**config.mk**
```make
export PLATFORM = sky130hd
export DESIGN_NAME = imm_extend_pipe
export DESIGN_NICKNAME = d
export VERILOG_FILES = /design/src/rtl/imm_extend_pipe.sv
export SDC_FILE = /design/constraint.sdc
export NUM_CORES = 1
export LEC_CHECK = 0
export BUFFER_PORTS_ARGS = -buffer_cell sky130_fd_sc_hd__buf_2
export CORE_UTILIZATION = 51
export CTS_CLUSTER_SIZE = 40
export DETAILED_ROUTE_END_ITERATION = 7
export GPL_ROUTABILITY_DRIVEN = 0
export PLACE_DENSITY = 0.85
export SLEW_MARGIN = 30
export SYNTH_ARGS = -nofsm -noshare
export SYNTH_HDL_FRONTEND = slang
export SYNTH_SLANG_ARGS = --single-unit
export TNS_END_PERCENT = 10
```
**constraint.sdc**
```tcl
create_clock -name clk -period 1.82 [get_ports clk]
set_input_delay 0.091 -clock clk [delete_from_list [all_inputs] [get_ports clk]]
set_output_delay 0.091 -clock clk [all_outputs]
set_load 0.03 [all_outputs]
```
**src/rtl/imm_extend_pipe.sv**
```systemverilog
// Pipelined immediate extender: sign/zero/upper/branch-offset forms, with a
// two-entry skid buffer (main + skid) so in_ready comes straight from a flop.
module imm_extend_pipe #(
    parameter int IN_W  = 16,
    parameter int OUT_W = 32,
    parameter int SHAMT = 2
) (
    input  logic             clk,
    input  logic             reset,
    input  logic             in_valid,
    output logic             in_ready,
    input  logic [IN_W-1:0]  in_imm,
    input  logic [1:0]       in_mode,
    output logic             out_valid,
    input  logic             out_ready,
    output logic [OUT_W-1:0] out_data,
    output logic [1:0]       out_mode
);
    // State encoding doubles as the valid bits: {skid_valid, main_valid}.
    typedef enum logic [1:0] {
        EMPTY = 2'b00,
        ONE   = 2'b01,
        TWO   = 2'b11
    } state_t;

    typedef struct packed {
        logic [OUT_W-1:0] data;
        logic [1:0]       mode;
    } entry_t;

    state_t state_q, state_n;
    entry_t main_q, skid_q, new_e;
    logic   load_main, load_skid, skid_to_main, accept;

    logic signed [IN_W-1:0]  imm_s;
    logic        [OUT_W-1:0] sx, zx, ext;

    assign imm_s = in_imm;
    assign sx    = OUT_W'(imm_s);   // signed cast sign-extends
    assign zx    = OUT_W'(in_imm);

    // Select the extension form; branch shift cannot overflow since OUT_W >= IN_W+SHAMT.
    always_comb begin
        ext = sx;
        case (in_mode)
            2'b00:   ext = sx;
            2'b01:   ext = zx;
            2'b10:   ext = zx << (OUT_W - IN_W);
            default: ext = sx << SHAMT;
        endcase
    end

    assign new_e     = '{data: ext, mode: in_mode};
    assign in_ready  = ~state_q[1];
    assign out_valid = state_q[0];
    assign out_data  = main_q.data;
    assign out_mode  = main_q.mode;
    assign accept    = in_valid & in_ready;

    // Next state and register-load controls.
    always_comb begin
        state_n      = state_q;
        load_main    = 1'b0;
        load_skid    = 1'b0;
        skid_to_main = 1'b0;
        case (state_q)
            EMPTY: begin
                if (accept) begin
                    state_n   = ONE;
                    load_main = 1'b1;
                end
            end
            ONE: begin
                if (out_ready) begin
                    // Draining main; a same-cycle accept replaces it.
                    if (accept) load_main = 1'b1;
                    else        state_n   = EMPTY;
                end else if (accept) begin
                    state_n   = TWO;
                    load_skid = 1'b1;
                end
            end
            TWO: begin
                // in_ready is low here, so nothing new arrives.
                if (out_ready) begin
                    state_n      = ONE;
                    skid_to_main = 1'b1;
                end
            end
            default: state_n = EMPTY;
        endcase
    end

    // State register; reset flushes both entries asynchronously.
    always_ff @(posedge clk or posedge reset) begin
        if (reset) state_q <= EMPTY;
        else       state_q <= state_n;
    end

    // Entry payload registers; main holds its value whenever not loaded.
    always_ff @(posedge clk or posedge reset) begin
        if (reset) begin
            main_q <= '0;
            skid_q <= '0;
        end else begin
            if (load_main)         main_q <= new_e;
            else if (skid_to_main) main_q <= skid_q;
            if (load_skid)         skid_q <= new_e;
        end
    end
endmodule

```
* Yosys cells after proc, flatten, opt, wreduce, memory -nomap -nowiden
Index checks and enable logic that the tools add are counted.
Word-level totals: register bits after elaboration 70, output and inout port bits 36, logic and storage cells 35
Cells by class: equal/unequal tests 8, multiplexer cells 16, bitwise logic cells 2, reductions and logical operators 4
Operators with widths (count):
- 32-bit case mux with 3 select lines | 1
- 34-bit two-way mux | 2
- 2-bit two-way mux | 5
- 1-bit two-way mux | 6
- 3-bit inequality test (second input constant) | 2
- 2-bit case mux with 3 select lines | 1
- 2-bit by 1-bit equality test with 1-bit output (second input constant) | 2
- 2-bit equality test (second input constant) | 2
- 2-bit logical NOT | 2
- 2-bit inequality test (second input constant) | 2
- 4-bit AND reduction | 1
- 1-bit case mux with 2 select lines | 1
- 2-bit nonzero test | 1
- 1-bit bitwise AND | 1
- 1-bit NOT | 1

* Longest topological paths before layout
word-level depth 6, gate-level depth with buffers 8, gate-level depth less buffers 6

* Least setup slack after synthesis
No wires, ideal clock.
path type flip-flop to flip-flop, start point register state_q[1], end point register skid_q[14] (netlist bit), library setup time 0.132 ns, arrival time 1.637 ns, data required time 1.688 ns, path slack 0.051 ns, stages on the path, launching flop included 9, buffers on the path 2, path through dfrtp_1 > inv_1 > ha_1 > and2b_4 > nand3_2 > buf_4 > buf_4 > nand2_1 > o21ai_1
On the way: word-level cells in the longest chain between the ends 5, elaborated cells between the ends (all ways) 6, those cells by class eq/ne (1); mux (3); bitwise (2)
RTL lines:
- start: declaration | line 31 | state_t state_q, state_n;
- start signal: assignment | line 97 | else state_q <= state_n;
- 1-bit NOT | line 54 | assign in_ready = ~state_q[1];
- net in_ready | line 11 | output logic in_ready,
- 1-bit bitwise AND | line 58 | assign accept = in_valid & in_ready;
- 1-bit two-way mux | line 78 | end else if (accept) begin
- 1-bit two-way mux | line 74 | if (out_ready) begin
- 1-bit two-way mux | line 66 | case (state_q)
- end signal: assignment | line 108 | if (load_skid) skid_q <= new_e;
- end: declaration | line 32 | entry_t main_q, skid_q, new_e;
The timed path passes the listed nets, and every way through them passes these cells. A chain may end at the register's enable or synchronous reset.

* Worst setup path in the final report
start point register state_q[1], end point register main_q, in the netlist out_data[14]
On the way: word-level cells in the longest chain between the ends 6, elaborated cells between the ends (all ways) 11, those cells by class eq/ne (2); mux (5); bitwise (2); reduce/logical (2)
RTL lines:
- 1-bit NOT | line 54
- 1-bit bitwise AND | line 58
- 1-bit two-way mux | line 68, 76
- 1-bit two-way mux | line 74
- 1-bit case mux with 2 select lines | line 66
- 34-bit two-way mux or 2-bit nonzero test (tied branches)
- end signal: assignment | line 106 | if (load_main) main_q <= new_e;
- end signal: assignment | line 107 | else if (skid_to_main) main_q <= skid_q;
- end: declaration | line 32
Parallel ways exist; a longest one is shown, timed or not.

==> flow_metrics.py <==
metrics = {
    "worst_setup_path": {
        "critPathArrivalTime_ns": 1.91,
        "end_kind": "flip-flop",
        "crit_fanout": 42,
        "ff2ff_setup_slack_ns": 0.13,
        "critPathRequiredTime_ns": 2.04,
        "start_kind": "flip-flop",
        "reg2reg_to": "out_data[14]",
        "critical_path.startpoint": "state_q[1]",
        "critPathKind": "reg -> reg",
        "crit_path_end": "out_data[14]",
        "r2r-start": "state_q[1]",
        "reg2regPathDepth": 7,
    },
    "clock_network": {
        "cts_resized": 0,
        "clock_latency_ns": 0.35,
        "clk_pin_slew_ns": 0.07,
        "hold_buffers": 1,
        "postCtsSetupBuffers": 0,
        "root_buffer": "clkbuf_8",
        "cts_buffers": 9,
        "cts_buffer_depth": 2,
        "cts_tree": "yes",
        "clock-sinks": 70,
        "cts_htree_levels": 3,
    },
    "min_path": {
        "min_path_type": "in -> reg",
    },
    "power_and_ir_drop": {
        "peakVddDrop_mv": 0.7627,
        "leakage_uw": 0.001929,
        "power.density_nw_per_um2": 1754,
    },
    "final_layout": {
        "fin_nets": 449,
        "fillers": 539,
        "drive_above_1_share_pct": 21.36,
        "utilization_pct": 61.53,
        "n_antenna_cell": 0,
        "syn2layout_area_growth_pct": 14.07,
    },
    "job": {
        "max-cap-violations": 0,
    },
    "global_route": {
        "grt_pass1_wl_mm": 13.52,
        "grt_use_met2_pct": 38.06,
        "grt_max_degree": 68,
        "grt_antenna_before_repair": 0,
        "top_usage_layer": "met2",
        "grt-ovfl-total": 0,
        "grt_util_met3_pct": 4.475,
        "met1_usage_pct": 33.01,
        "grt_pass1_vias": 2812,
        "grt_use_total_pct": 24.61,
    },
    "status": {
        "status": "finished with violations",
        "failed_checks": "DRC",
    },
    "logic_synthesis": {
        "synth-seq-area-share_pct": 50.00,
        "synth_warnings": 0,
        "synth_compound_area_share_pct": 22.00,
        "synthSimpleGateAreaFrac_pct": 18.07,
        "netlist_instances": 378,
        "synthAdderAreaFrac_pct": 1.429,
        "synth_top_family_by_area": "compound AO/OA/AOI/OAI gates",
        "synth_area_um2": 3503,
        "syn_avg_cell_area_um2": 9.268,
        "synth_xor_xnor_area_share_pct": 0,
        "syn_nets": 404,
        "muxShareOfSynthArea_pct": 1.214,
        "synth.distinct_cells": 29,
        "ys_seq_elements": 70,
    },
    "route": {
        "drc": 2,
        "drtIter0Drc": 241,
        "ant_nets": 0,
        "wl_per_cell_um": 16.02,
        "vias_per_cell": 5.871,
        "via_count": 2953,
        "first_pass_iters": 8,
        "routed_wl_mm": 8.058,
    },
    "floorplanning": {
        "core_area_um2": 6495,
        "ios": 58,
        "die_height_um": 84.88,
        "dieArea_um2": 7205,
        "start_util_pct": 53.94,
        "die_x_um": 84.88,
        "rows": 29,
    },
    "sta": {
        "slew_headroom_pct": 68.56,
        "period_minus_slack_ns": 1.686,
        "fin_skew_ns": 0.005377,
        "rsz0062_at_grt": "false",
        "fin_setup_tns_ns": 0,
        "hold_viol": 0,
        "tightest_slew_ns": 0.4716,
        "period_share_pct": 92.65,
        "setup_viol": 0,
        "final_max_slew_viol_count": 0,
        "max_freq_mhz": 593.1,
    },
    "place": {
        "place.port_buffers": 57,
        "dp_hpwl_mm": 5.510,
    },
}
## metrics by stage
| stage | hold slack, ns | power [µW] | cells | area, µm² | setup slack (ns) |
|---|---|---|---|---|---|
| finish | 0.05075 | 7011 | 503 | 3996 | 0.1338 |
| global route | 0.07021 | 7475 | 503 | 3996 | 0.008143 |
| CTS | 0.03736 | 7034 | 503 | 3996 | 0.1880 |
| detailed placement | 0.09017 | 5799 | 488 | 3797 | 0.1956 |
| global placement | 0.08789 | 5679 | 488 | 3797 | 0.2871 |
| floorplan | 0.2567 | 4956 | 378 | 3507 | 0.05117 |
## Yosys cell counts
library cell	number	area, µm²
and2_1	1	6.260
buf_6	9	101.4
and2b_4	1	10.01
a21oi_1	61	305.3
nand2b_1	4	25.02
inv_1	5	18.77
buf_1	1	3.750
nand3_2	1	10.01
nor2b_1	13	81.33
a21boi_0	1	7.510
o21ai_0	10	50.05
a31o_2	1	8.760
and3_1	33	206.5
mux2_2	2	22.52
a211oi_1	32	240.2
nand2_2	1	6.260
dfrtp_1	70	1752
clkbuf_1	9	33.78
nor2_1	16	60.06
nor2_4	1	11.26
mux2i_1	2	20.02
buf_4	7	52.55
nand2b_4	1	13.76
a21oi_2	1	8.760
buf_2	9	45.04
nand2_1	54	202.7
o21ai_1	27	135.1
o221ai_2	1	15.01
ha_1	4	50.05
## area by class of cell
cell class,count,area (µm²),area share (%)
flip-flops and latches,70,1752,43.83
inverters,5,22.52,0.5636
clock buffers,13,158.9,3.976
clock inverters,1,30.03,0.7514
well taps,77,96.34,2.411
multi-input cells,268,1496,37.45
repair buffers,69,440.4,11.02
## per-layer routing
layer / vias up / wire length, µm
li1: 1408 / -
met1: 1432 / 3566
met2: 93 / 3864
met3: 20 / 399
met4: 0 / 227
met5: - / 0
## state kept, by name (all words and copies together), names as in the netlist
register	cells
skid_q	34
out_mode	2
state_q	2
out_data	32
## cell families (layout without fill, tap and decap cells)
kind of cell | after synthesis | after routing
fa+ha+maj | 4 | 4
mux | 4 | 4
compound gates | 134 | 134
buf+inv | 40 | 88
simple gates | 126 | 126
flops | 70 | 70
## where the power goes
| part | total [µW] | internal [µW] | switching, µW |
|---|---|---|---|
| clock network | 1220 | 694 | 529 |
| logic | 3070 | 1060 | 2010 |
| registers | 2720 | 2320 | 401 |
| total | 7010 | 4070 | 2940 |
## critical path: stages (launching register included)
cell and delay (ns):
dfrtp_1 0.41, inv_1 0.12, ha_1 0.25, a21oi_2 0.18, nor2_4 0.07, buf_12 0.17, a211oi_1 0.25, a21oi_1 0.08
## layout by cell type (no fill, tap or decap), drive strengths merged
cell type,synthesis,final
bufinv,0,1
and2b,1,1
nand2b,5,5
nor2b,13,13
clkinvlp,0,1
a21oi,62,62
a31o,1,1
nor2,17,17
o221ai,1,1
a211oi,32,32
dlygate4sd3,0,1
nand2,55,55
and3,33,33
mux2i,2,2
ha,4,4
dfrtp,70,70
buf,26,68
a21boi,1,1
clkbuf,9,13
o21ai,37,37
inv,5,4
and2,1,1
nand3,1,1
mux2,2,2
## worst min path at each step
| stage | from | to | slack (ns) | depth (start not counted) |
|---|---|---|---|---|
| 2_1_floorplan | reset | out_data[0] | 0.26 | 1 |
| 3_3_place_gp | reset | out_data[4] | 0.09 | 2 |
| 3_5_place_dp | reset | out_data[4] | 0.09 | 2 |
| 4_1_cts | in_imm[1] | out_data[1] | 0.04 | 3 |
| 5_1_grt | in_imm[1] | skid_q[3] | 0.07 | 3 |
| 6_report | in_imm[1] | out_data[1] | 0.05 | 3 |
Power figures use the tool's default switching activity.
